## src/rtl/logic_gate_pkg.sv

```systemverilog
// logic_gate_pkg
//   Shared definitions for the pipelined logic unit:
//   - OP_* encodings of the eight bitwise operations
//   - gate_result(): bitwise result of an operation at MAX_WIDTH bits
//   - reduce_bits(): {XOR, OR, AND} reduction of the low w bits of a word
//   Callers zero-extend their WIDTH-bit operands to MAX_WIDTH and
//   truncate the result back, so WIDTH must not exceed MAX_WIDTH.
package logic_gate_pkg;

  localparam int MAX_WIDTH = 64;

  localparam logic [2:0] OP_AND  = 3'd0;
  localparam logic [2:0] OP_OR   = 3'd1;
  localparam logic [2:0] OP_NAND = 3'd2;
  localparam logic [2:0] OP_NOR  = 3'd3;
  localparam logic [2:0] OP_XOR  = 3'd4;
  localparam logic [2:0] OP_XNOR = 3'd5;
  localparam logic [2:0] OP_NOT  = 3'd6;
  localparam logic [2:0] OP_PASS = 3'd7;

  // Bitwise operation selected by op; upper bits beyond the caller's width
  // may be non-zero for inverting operations and are discarded by the caller.
  function automatic logic [MAX_WIDTH-1:0] gate_result(
    input logic [MAX_WIDTH-1:0] a,
    input logic [MAX_WIDTH-1:0] b,
    input logic [2:0]           op
  );
    logic [MAX_WIDTH-1:0] r;
    case (op)
      OP_AND:  r = a & b;
      OP_OR:   r = a | b;
      OP_NAND: r = ~(a & b);
      OP_NOR:  r = ~(a | b);
      OP_XOR:  r = a ^ b;
      OP_XNOR: r = ~(a ^ b);
      OP_NOT:  r = ~a;
      OP_PASS: r = a;
      default: r = {MAX_WIDTH{1'b0}};
    endcase
    return r;
  endfunction

  // {XOR-reduce, OR-reduce, AND-reduce} over the low w bits of v.
  // Bits above w are masked: forced to 0 for XOR/OR and to 1 for AND.
  function automatic logic [2:0] reduce_bits(
    input logic [MAX_WIDTH-1:0] v,
    input int                   w
  );
    logic [MAX_WIDTH-1:0] mask;
    mask = {MAX_WIDTH{1'b1}} >> (MAX_WIDTH - w);
    return {^(v & mask), |(v & mask), &(v | ~mask)};
  endfunction

endpackage

```

## src/rtl/logic_pipe_stage.sv

```systemverilog
// logic_pipe_stage
//   One pipeline slot holding {valid, data}.
//   Ports:
//     clk, rst  - clock, synchronous active-high reset
//     load      - slot takes in_valid/in_data this edge (computed by the
//                 ready chain in the parent: slot empty or advancing)
//     in_valid  - upstream slot (or input handshake) valid
//     in_data   - upstream data
//     valid     - registered occupancy flag
//     data      - registered payload; kept when the slot empties
module logic_pipe_stage #(
  parameter int WIDTH = 1
) (
  input  logic             clk,
  input  logic             rst,
  input  logic             load,
  input  logic             in_valid,
  input  logic [WIDTH-1:0] in_data,
  output logic             valid,
  output logic [WIDTH-1:0] data
);

  // Slot register: data only moves when a valid item arrives so an emptied
  // slot still shows the last payload it carried.
  always_ff @(posedge clk) begin
    if (rst) begin
      valid <= 1'b0;
      data  <= {WIDTH{1'b0}};
    end else if (load) begin
      valid <= in_valid;
      if (in_valid) begin
        data <= in_data;
      end
    end
  end

endmodule

```

## src/rtl/logic_gate_pipe.sv

```systemverilog
// logic_gate_pipe
//   Back-pressurable bitwise logic unit: applies one of eight operations to
//   IN0/IN1 and carries the result through STAGES valid/ready slots with
//   bubble collapsing. Latency is STAGES cycles with no stalls.
//   Ports:
//     CLK, RST   - clock, synchronous active-high reset
//     IN0, IN1   - operands (WIDTH bits)
//     OP         - operation select, sampled with the operands
//     IN_VALID   - input transaction offered
//     IN_READY   - input transaction accepted this cycle when IN_VALID=1
//     OUT0       - last-stage result
//     OUT_RED    - {XOR, OR, AND} reduction of OUT0
//     OUT_VALID  - OUT0/OUT_RED hold a transaction
//     OUT_READY  - consumer takes the result this cycle
module logic_gate_pipe
  import logic_gate_pkg::*;
#(
  parameter int WIDTH  = 1,
  parameter int STAGES = 2
) (
  input  logic             CLK,
  input  logic             RST,
  input  logic [WIDTH-1:0] IN0,
  input  logic [WIDTH-1:0] IN1,
  input  logic [2:0]       OP,
  input  logic             IN_VALID,
  output logic             IN_READY,
  output logic [WIDTH-1:0] OUT0,
  output logic [2:0]       OUT_RED,
  output logic             OUT_VALID,
  input  logic             OUT_READY
);

  logic [MAX_WIDTH-1:0] op_a;
  logic [MAX_WIDTH-1:0] op_b;
  logic [WIDTH-1:0]     op_res;
  logic [MAX_WIDTH-1:0] out_wide;
  logic [STAGES-1:0]    stage_valid;
  logic [STAGES-1:0]    stage_load;
  logic [WIDTH-1:0]     stage_data [STAGES];

  // Operation mux: operands widened to the package width, result cut back.
  always_comb begin
    op_a             = {MAX_WIDTH{1'b0}};
    op_b             = {MAX_WIDTH{1'b0}};
    op_a[WIDTH-1:0]  = IN0;
    op_b[WIDTH-1:0]  = IN1;
    op_res           = WIDTH'(gate_result(op_a, op_b, OP));
  end

  // Ready chain from the output back to the input: a slot loads when it is
  // empty or when the slot after it loads (the last slot uses OUT_READY).
  // An empty slot anywhere therefore lets every slot above it move.
  always_comb begin : ready_chain
    logic chain;
    chain      = OUT_READY;
    stage_load = {STAGES{1'b0}};
    for (int k = STAGES - 1; k >= 0; k--) begin
      stage_load[k] = ~stage_valid[k] | chain;
      chain         = stage_load[k];
    end
  end

  // Nothing is accepted while reset is applied.
  assign IN_READY = stage_load[0] & ~RST;

  for (genvar k = 0; k < STAGES; k++) begin : g_stage
    if (k == 0) begin : g_first
      logic_pipe_stage #(.WIDTH(WIDTH)) u_stage (
        .clk      (CLK),
        .rst      (RST),
        .load     (stage_load[k]),
        .in_valid (IN_VALID),
        .in_data  (op_res),
        .valid    (stage_valid[k]),
        .data     (stage_data[k])
      );
    end else begin : g_next
      logic_pipe_stage #(.WIDTH(WIDTH)) u_stage (
        .clk      (CLK),
        .rst      (RST),
        .load     (stage_load[k]),
        .in_valid (stage_valid[k-1]),
        .in_data  (stage_data[k-1]),
        .valid    (stage_valid[k]),
        .data     (stage_data[k])
      );
    end
  end

  assign OUT0      = stage_data[STAGES-1];
  assign OUT_VALID = stage_valid[STAGES-1];

  // Reduction flags over the registered result.
  always_comb begin
    out_wide            = {MAX_WIDTH{1'b0}};
    out_wide[WIDTH-1:0] = stage_data[STAGES-1];
    OUT_RED             = reduce_bits(out_wide, WIDTH);
  end

endmodule

```

## config.mk

```make
export PLATFORM = sky130hd
export DESIGN_NAME = logic_gate_pipe
export DESIGN_NICKNAME = d
export VERILOG_FILES = /design/src/rtl/logic_gate_pkg.sv /design/src/rtl/logic_pipe_stage.sv /design/src/rtl/logic_gate_pipe.sv
export SDC_FILE = /design/constraint.sdc
export NUM_CORES = 1
export LEC_CHECK = 0
export ABC_AREA = 1
export BUFFER_PORTS_ARGS = -buffer_cell sky130_fd_sc_hd__buf_2
export CORE_AREA = 2 2 39 41
export CTS_CLUSTER_DIAMETER = 50
export DETAILED_ROUTE_END_ITERATION = 8
export DIE_AREA = 0 0 41 43
export GPL_ROUTABILITY_DRIVEN = 1
export GPL_TIMING_DRIVEN = 0
export SLEW_MARGIN = 20
export SYNTH_ARGS = -nofsm -noshare
export SYNTH_HDL_FRONTEND = slang
export SYNTH_SLANG_ARGS = --single-unit
```

## constraint.sdc

```tcl
create_clock -name CLK -period 0.8 [get_ports CLK]
set_input_delay 0.08 -clock CLK [delete_from_list [all_inputs] [get_ports CLK]]
set_output_delay 0.08 -clock CLK [all_outputs]
set_load 0.1 [all_outputs]
```

==> results of run 1 <==
timing repair:
action,4_1_cts,5_1_grt
resized for setup,29,4
hold buffers,0,0
hold endpoints to repair,0,0
endpoints found under the setup margin,7,10
pin swaps,3,3
setup buffers,4,3
worst max-delay path: cells and delay by family (launching register included):
family        cells  cell delay, ns
flops             1            0.36
buf+inv           2            0.26
simple gates      2            0.15
layout make-up:
type	count	area [um^2]
buffer	3	60.1
clock buffer	3	22.5
fill	128	766
inverter	11	45.0
multi-input combinational	28	165
sequential	4	88.8
tap	16	20.0
timing repair buffer	20	216
worst paths after layout:
| path | end |
|---|---|
| setup / recovery | IN_READY |
| hold / removal | g_stage[1].g_next.u_stage.valid |
| setup reg to reg | g_stage[0].g_first.u_stage.data |
| hold reg to reg | g_stage[1].g_next.u_stage.data |
routing by layer:
| layer | up-vias | routed length, um |
|---|---|---|
| met1 | 156 | 239 |
| met4 | 0 | 0 |
| met5 | - | 0 |
| met2 | 13 | 479 |
| li1 | 189 | - |
| met3 | 0 | 33 |
Yosys cell counts:
master,instances
a21oi_1,4
buf_4,3
dfxtp_1,4
ha_1,2
inv_1,10
inv_2,1
nand2_1,14
nand3_1,6
nand3_2,1
o21ai_0,1
sequential cells by signal, indices dropped and copies added (netlist names):
signal                         flops
g_stage.g_first.u_stage.data       1
g_stage.g_first.u_stage.valid      1
g_stage.g_next.u_stage.data        1
g_stage.g_next.u_stage.valid       1
kinds of logic (layout without fill, tap and decap cells):
group,count (synthesis),in the layout,synth area share [%]
simple gates,21,21,32.3
buf+inv,14,37,22.3
compound gates,5,5,8.73
flops,4,4,27.9
fa+ha+maj,2,2,8.73
power by group through the flow:
stage | combinational, mW | sequential, mW | clock, mW
after floorplan | 0.146 | 0.258 | 0
after global placement | 0.224 | 0.225 | 0
after detailed placement | 0.226 | 0.225 | 0
after CTS | 0.293 | 0.225 | 0.261
after global routing | 0.326 | 0.226 | 0.281
final | 0.306 | 0.225 | 0.253
stage by stage:
step	power (mW)	util, %	instances	hold WS (ns)
2_1_floorplan	0.403	-	46	0.139
3_3_place_gp	0.448	31.3	76	0.283
3_5_place_dp	0.450	31.3	76	0.283
4_1_cts	0.779	42.7	83	0.0341
5_1_grt	0.833	44.7	85	0.0375
6_report	0.783	44.7	85	0.0417
==> impl_results.md, run 1 <==
- Hold Crit Start: RST
- DRC errors left: 0
- Max_cap viols: 0
- Synth Net Count: 57
- Area of the mapped netlist: 287 um^2
- Final Setup Violations: 10
- Register-to-register setup slack: -0.28 ns
- Non-Filler Cell Area, Final: 618 um^2
- Arrival time worst endpoint: 1.01 ns
- Initial antenna violation count: 0
- CP startpoint kind: flop
- Part of the power in combinational logic: 39.1%
- Top-level I/O count: 15
- Clock root cell: clkbuf_4
- Per-cell via count in the routed design: 4.21
- Total power divided by cell area: 1270 mW/mm^2
- Crit path kind: reg2out
- Final HPWL from detailed placement: 450 um
- Die area: 0.00176 mm^2
- Met1 routing resource usage after global routing: 7.42%
- Depth of the CTS H-tree: 1
- Leakage: 0.311 nW
- Post-Place Cell Area: 433 um^2
- Met2 GRT Util: 17.8%
- Area of the core: 0.00138 mm^2
- Launch point of the worst path: g_stage[1].g_next.u_stage.valid
- Number of DRC markers in iteration 0: 3
- Register area share after synthesis: 27.9%
- Period utilisation layout: 136%
- Worst stage delay on the critical path: 0.36 ns
- Worst reg-to-reg path cell count: 7
- Total CTS buffers: 3
- Worst hold path type: in2reg
- Insertion delay to the later sink of the worst-skew pair: 0.24 ns
- Critical path endpoint category: primary output
- Routed via count: 358
- Count of antenna-violating nets left after detailed routing: 0
- Final min period: 1.09 ns
- Status: finished with violations
- Leading cell types in the layout, fill and taps excluded: nand2_1 (12), inv_1 (9), buf_12 (9)
- Antenna cells: 0
- Unrepaired setup endpoints after global routing: yes
- Number of nets at the end of the flow: 82
- Die X-Extent: 41 um
- Worst supply voltage drop on vdd: 0.503 mV
- Number of failing hold endpoints at the final stage: 0
- Worst-path cell with the longest stage delay: dfxtp_4
- Iteration count of the initial detailed-routing pass: 2
- Initial Util: 20.7%
- Post-Route WL: 751 um
- Distinct cell type count of the synthesized netlist: 10
- Area delta synth->final: 116%
- Number of input and output port buffers inserted: 14
- Min setup slack post-route: -0.290 ns
- Max Clk Rate: 918 MHz
- Clock group share of total power: 32.2%
- Share of post-route cells with drive strength above 1: 50.7%
- Met3 layer usage reported by global route: 3.14%
- Global-route wire length before repair: 1080 um
- Worst slack at placement: -0.218 ns
- Setup clock skew after layout: 0.00618 ns
- CTS max path bufs: 2
- Post-synthesis sequential element count: 4
- Most common cell after layout, fill and taps aside: nand2_1
- Max-Slew Margin vs Limit: 90.3%
- Top cells by area, synth: dfxtp_1 (28%), nand2_1 (18%), inv_1 (13%)
- Average cell area after synthesis: 6.23 um^2
- Fraction of power spent switching nets: 34.9%
- Number of cell rows: 14
- Number of clock sinks: 4
- Synth top area share: 27.9%
- Weighted congestion at the end of routability-driven global placement: 0.699
- Critical path cell sequence: nand3_4, nand2_4, clkinvlp_4, buf_12
- Global router's overall resource usage: 9.85%
- Transition time at the pin with the least slew margin: 0.146 ns
- Clk slew on worst S/H paths: 0.04 ns
- Hold-critical path depth: 2
- Vias in the first global route: 296
- Sequential share of power: 28.7%
- Largest net degree at the start of global routing: 6
- Violations in the final reports: negative setup slack
- Library cell with the largest summed area after synthesis: dfxtp_1
- CTS tree: done
- Switching power: 0.273 mW
- Yosys synthesis warning count: 0
- Layer with the highest usage after global routing: met2
- Die extent in y: 43 um
- Internal power of the cells: 0.510 mW
- Required @ worst endpoint: 0.72 ns
- Mean routed wirelength per cell: 8.84 um
- Cells after Synth: 46
- Residual overflow from global routing: 0
- Worst reg2reg path startpoint: g_stage[1].g_next.u_stage.valid
- Sum Neg Setup Slack: -1.90 ns
- Max Slew Vio Count: 0
- Maximum fanout encountered on the critical timing path: 2
Note: power is estimated with default switching activity, not from simulation.
==> run 2, diff against run 1 <==
==> constraint.sdc (replaced) <==
create_clock -name CLK -period 0.8 [get_ports CLK]
set_input_delay 0.04 -clock CLK [delete_from_list [all_inputs] [get_ports CLK]]
set_output_delay 0.04 -clock CLK [all_outputs]
set_load 0.1 [all_outputs]
==> run 2 against run 1 <==
Compared with the run above:
- the flow still finishes with violations (negative setup slack)
- total power increased by 4.1%
- non-clock buffer count increased by 3
- register-to-register slack improved by 0.03 ns
- largest power group unchanged
- hold slack improved by 0.028 ns
- design area increased by 6.3%
- combinational power increased by 6%
- largest cell class unchanged
- setup slack improved by 0.023 ns
- global-route usage increased by 1.2 points
- sequential share of layout area decreased by 0.85 points
- clock power increased by 5%
==> impl_results.md, run 2 (synthesis gave the netlist of run 1 again) <==
- Status: finished with violations
- Violations in the final reports: negative setup slack
- Final HPWL from detailed placement: 450 um
- Period utilisation layout: 133%
- Required @ worst endpoint: 0.76 ns
- Placed Cells incl. Taps: 76
- Total CTS buffers: 3
- Min setup slack post-route: -0.266 ns
- Transition time at the pin with the least slew margin: 0.146 ns
- Die X-Extent: 41 um
- Die area: 0.00176 mm^2
- Post-Route Utilization: 47.5%
- Number of nets at the end of the flow: 85
- Initial Util: 20.7%
- Top-level I/O count: 15
- FF+latch area: 88.8 um^2
- Critical path endpoint category: primary output
- Worst slack at placement: -0.178 ns
- Non-filler cells, final: 88
- Routed via count: 372
- Share of post-route cells with drive strength above 1: 51.4%
- Per-cell via count in the routed design: 4.23
- CTS tree: done
- Most common cell after layout, fill and taps aside: nand2_1
- Clock root cell: clkbuf_4
- Global-route wire length before repair: 1230 um
- Vias in the first global route: 323
- Layout filler cell count: 122
- Insertion delay to the later sink of the worst-skew pair: 0.24 ns
- Final Total Pwr: 0.816 mW
- Unrepaired setup endpoints after global routing: yes
- Final worst hold slack: 0.0701 ns
- Arrival time worst endpoint: 1.03 ns
- Worst reg-to-reg path cell count: 7
- Maximum fanout encountered on the critical timing path: 2
- Final Setup Violations: 10
- Residual overflow from global routing: 0
- Weighted congestion at the end of routability-driven global placement: 0.699
- Area of the core: 0.00138 mm^2
- Depth of the CTS H-tree: 1
- Crit path kind: reg2out
- Antenna cells: 0
- Number of cell rows: 14
- Initial antenna violation count: 0
- Global router's overall resource usage: 11.1%
- Max Slew Vio Count: 0
- Count of antenna-violating nets left after detailed routing: 0
- Iteration count of the initial detailed-routing pass: 2
- Post-Route WL: 834 um
- Leading cell types in the layout, fill and taps excluded: nand2_1 (12), buf_12 (9), inv_1 (8), buf_2 (8), nand3_1 (5)
- Area delta synth->final: 129%
- Largest net degree at the start of global routing: 6
- Number of DRC markers in iteration 0: 5
- Area of the multi-input gates: 174 um^2
- Die extent in y: 43 um
- Number of input and output port buffers inserted: 14
- Number of failing hold endpoints at the final stage: 0
- Mean routed wirelength per cell: 9.48 um
- Total power divided by cell area: 1240 mW/mm^2
- Leakage: 0.324 nW
- Hold-critical path depth: 3
- CP startpoint kind: flop
- Worst hold path type: in2reg
- Number of clock sinks: 4
- Max-Slew Margin vs Limit: 90.2%
- Final min period: 1.07 ns
- Setup clock skew after layout: 0.0115 ns
- CTS max path bufs: 2
- Max_cap viols: 0
- Max Clk Rate: 938 MHz
- Worst supply voltage drop on vdd: 0.460 mV
- Clk slew on worst S/H paths: 0.05 ns
- DRC errors left: 0
run 2: layer usage:
| metal | GRT usage [%] | part of all wire, % | up-vias |
|---|---|---|---|
| li1 | - | - | 191 |
| met5 | 0 | 0 | - |
| met3 | 3.14 | 4.1 | 0 |
| met1 | 8.06 | 33 | 170 |
| met4 | 8.00 | 0 | 0 |
| met2 | 20.9 | 63 | 11 |
run 2: per-stage QoR:
step	setup TNS, ns	cell area (um^2)
floorplan	-1.17	343
global placement	-0.783	433
detailed placement	-0.815	433
CTS	-1.51	621
global route	-1.99	657
finish	-1.77	657
run 2: final cells by class:
type / count / share of cell area [%]
plain buffers: 3 / 9.14
clock buffers: 3 / 3.43
inverters: 11 / 6.86
multi-input cells: 28 / 26.5
flip-flops and latches: 4 / 13.5
well taps: 16 / 3.05
repair buffers: 23 / 37.5
run 2: path summary, 6_finish.rpt:
| path | startpoint | to | slack, ns |
|---|---|---|---|
| max reg2reg | g_stage[1].g_next.u_stage.valid | g_stage[0].g_first.u_stage.data | -0.25 |
| min reg2reg | g_stage[0].g_first.u_stage.data | g_stage[1].g_next.u_stage.data | 0.49 |
| min | IN_VALID | g_stage[0].g_first.u_stage.valid | 0.07 |
| max | g_stage[1].g_next.u_stage.valid | IN_READY | -0.27 |
run 2: what timing repair did:
| action | in CTS | in global routing |
|---|---|---|
| setup buffers | 4 | 3 |
| gates resized for setup | 29 | 7 |
| hold buffers | 3 | 0 |
| pin swaps | 3 | 3 |
| endpoints found under the setup margin | 7 | 10 |
| endpoints found under the hold margin | 1 | 0 |
run 2: critical path: stages (launching register included):
cell and delay [ns]:
dfxtp_4 0.36, nand3_4 0.08, nand2_4 0.07, clkinvlp_4 0.10, buf_12 0.17
run 2: power by group:
group          switching (mW)  leakage (nW)  internal, mW
sequential             0.0156        0.0347         0.210
clock                  0.0970        0.0138         0.169
combinational           0.181         0.276         0.144
total                   0.293         0.324         0.522
==> run 3, diff against run 2 <==
--- a/config.mk
+++ b/config.mk
@@ -13,6 +13,7 @@
 export DIE_AREA = 0 0 41 43
 export GPL_ROUTABILITY_DRIVEN = 1
 export GPL_TIMING_DRIVEN = 0
+export SETUP_SLACK_MARGIN = 0.05
 export SLEW_MARGIN = 20
 export SYNTH_ARGS = -nofsm -noshare
 export SYNTH_HDL_FRONTEND = slang
==> run 3 against run 2 <==
Compared with the run above:
- the flow finishes with violations (negative hold slack, negative setup slack)
- non-clock buffer count fell by 2
- setup slack got worse by 0.00091 ns
- utilization fell by 1.4 points
- global-route usage fell by 1.3 points
- sequential power barely moved
- die area did not move
- fmax barely moved
- hold slack got worse by 0.081 ns
- largest cell class unchanged
- critical endpoint unchanged
- largest power group unchanged
- design area fell by 2.9%
- sequential share of layout area rose by 0.40 points
- highest routed layer is now met4
- total power fell by 1.1%
- final cell count fell by 2.3%
==> impl_results.md, run 3 (synthesis gave the netlist of run 1 again) <==
- Layout filler cell count: 125
- Unrepaired setup endpoints after global routing: yes
- Violations in the final reports: negative hold slack, negative setup slack
- Number of failing hold endpoints at the final stage: 2
- Clk slew on worst S/H paths: 0.04 ns
- Global router's overall resource usage: 9.75%
- Initial Util: 20.7%
- Mean routed wirelength per cell: 8.81 um
- Min setup slack post-route: -0.267 ns
- Area delta synth->final: 123%
- Die area: 0.00176 mm^2
- Depth of the CTS H-tree: 1
- Die extent in y: 43 um
- Antenna cells: 0
- Reg-to-reg endpoint: g_stage[0].g_first.u_stage.data
- Final min period: 1.07 ns
- Max Slew Vio Count: 0
- Number of DRC markers in iteration 0: 2
- Count of antenna-violating nets left after detailed routing: 0
- Number of cell rows: 14
- Area of the multi-input gates: 178 um^2
- Worst supply voltage drop on vdd: 0.482 mV
- Maximum fanout encountered on the critical timing path: 2
- Residual overflow from global routing: 0
- Logic depth of the worst path, buffers included: 4
- Total CTS buffers: 3
- Weighted congestion at the end of routability-driven global placement: 0.699
- Post-Place Cell Area: 433 um^2
- Total power divided by cell area: 1260 mW/mm^2
- Number of nets at the end of the flow: 83
- Critical Path Sink: IN_READY
- Most common cell after layout, fill and taps aside: nand2_1
- Non-Filler Cell Area, Final: 638 um^2
- CTS max path bufs: 2
- Period utilisation layout: 133%
- Family of cells with the greatest summed delay on the critical path: flip-flops
- Arrival time worst endpoint: 1.03 ns
- Internal power of the cells: 0.515 mW
- Final worst hold slack: -0.0112 ns
- DRC errors left: 0
- Max_cap viols: 0
- Die X-Extent: 41 um
- Part of the power in combinational logic: 38.7%
- Global-route wire length before repair: 1080 um
- Worst stage delay on the critical path: 0.36 ns
- Per-cell via count in the routed design: 4.31
- Share of post-route cells with drive strength above 1: 55.7%
- Post-Route WL: 758 um
- Max Clk Rate: 937 MHz
- Critical path endpoint category: primary output
- Transition time at the pin with the least slew margin: 0.141 ns
- Crit path kind: reg2out
- Leading cell types in the layout, fill and taps excluded: nand2_1 (12), buf_12 (9), inv_1 (8), buf_2 (8), nand3_1 (5)
- Worst reg2reg path startpoint: g_stage[1].g_next.u_stage.valid
- Post-Route Utilization: 46.1%
- Number of clock sinks: 4
- Critical path cell sequence: nand3_4, nand2_4, clkinvlp_4, buf_12
- Final Total Pwr: 0.807 mW
- Sequential share of power: 27.9%
- Final HPWL from detailed placement: 450 um
- Routed via count: 371
- Worst-path cell with the longest stage delay: dfxtp_4
- CTS tree: done
- Vias in the first global route: 300
- CP startpoint kind: flop
- Leakage: 0.316 nW
- Area of the core: 0.00138 mm^2
- Iteration count of the initial detailed-routing pass: 4
- Switching power: 0.292 mW
- Number of input and output port buffers inserted: 14
- Register-to-register setup slack: -0.26 ns
- Max-Slew Margin vs Limit: 90.6%
- Non-filler cells, final: 86
- Final Setup Violations: 10
- Placed Cells incl. Taps: 76
- Clock root cell: clkbuf_4
- Count of buffer and inverter cells on the critical path: 2
- Worst reg-to-reg path cell count: 7
- Top-level I/O count: 15
- Largest net degree at the start of global routing: 6
- Clock group share of total power: 33.4%
- Setup clock skew after layout: 0.00983 ns
- Status: finished with violations
- FF+latch area: 88.8 um^2
- Launch point of the worst path: g_stage[1].g_next.u_stage.valid
- Worst hold path type: in2reg
- Insertion delay to the later sink of the worst-skew pair: 0.25 ns
- Fraction of power spent switching nets: 36.2%
- Initial antenna violation count: 0
- Required @ worst endpoint: 0.76 ns
[run 3: worst register-to-register path, cell delays in order (launching register included)]
cell     delay [ns]
dfxtp_4        0.36
nand3_4        0.08
buf_4          0.15
buf_6          0.11
nand2_4        0.07
inv_2          0.04
o21ai_2        0.10
a21oi_1        0.05
[run 3: cell type report]
type | instances | area share, %
timing repair buffer | 21 | 35.1
multi-input combinational | 28 | 27.8
sequential | 4 | 13.9
buffer | 3 | 9.41
inverter | 11 | 7.06
clock buffer | 3 | 3.53
tap | 16 | 3.14
[run 3: how the worst min path moves through the flow]
stage | from | endpoint | slack [ns] | cells after the start
after floorplan | RST | g_stage[1].g_next.u_stage.data | 0.1 | 1
after global placement | RST | g_stage[1].g_next.u_stage.data | 0.24 | 2
after detailed placement | RST | g_stage[1].g_next.u_stage.data | 0.24 | 2
after CTS | RST | g_stage[0].g_first.u_stage.valid | 0.0006 | 2
after global routing | RST | g_stage[0].g_first.u_stage.valid | 0.0008 | 2
final | RST | g_stage[0].g_first.u_stage.valid | -0.01 | 2
[run 3: metal layers]
layer | track usage, % | vias to the layer above | wire length [um]
li1 | - | 187 | -
met4 | 8.00 | 0 | 14
met1 | 7.42 | 170 | 257
met3 | 3.14 | 2 | 34
met5 | 0 | - | 0
met2 | 17.5 | 12 | 452
[run 3: metrics by stage]
stage	setup slack, ns	TNS (ns)
after floorplan	-0.395	-1.17
after global placement	-0.173	-0.783
after detailed placement	-0.178	-0.815
after CTS	-0.256	-1.52
after global routing	-0.292	-2.00
final	-0.267	-1.79
[run 3: power by group through the flow]
stage               sequential (mW)  clock [mW]  combinational (mW)
detailed placement            0.225           0               0.226
global route                  0.227       0.279               0.333
global placement              0.225           0               0.224
floorplan                     0.258           0               0.146
finish                        0.225       0.270               0.312
CTS                           0.225       0.261               0.295
[run 3: timing repair]
item	4_1_cts	5_1_grt
buffers inserted	4	4
gates resized for setup	30	7
hold buffers	0	0
pin swaps	3	3
endpoints found under the setup margin	8	10
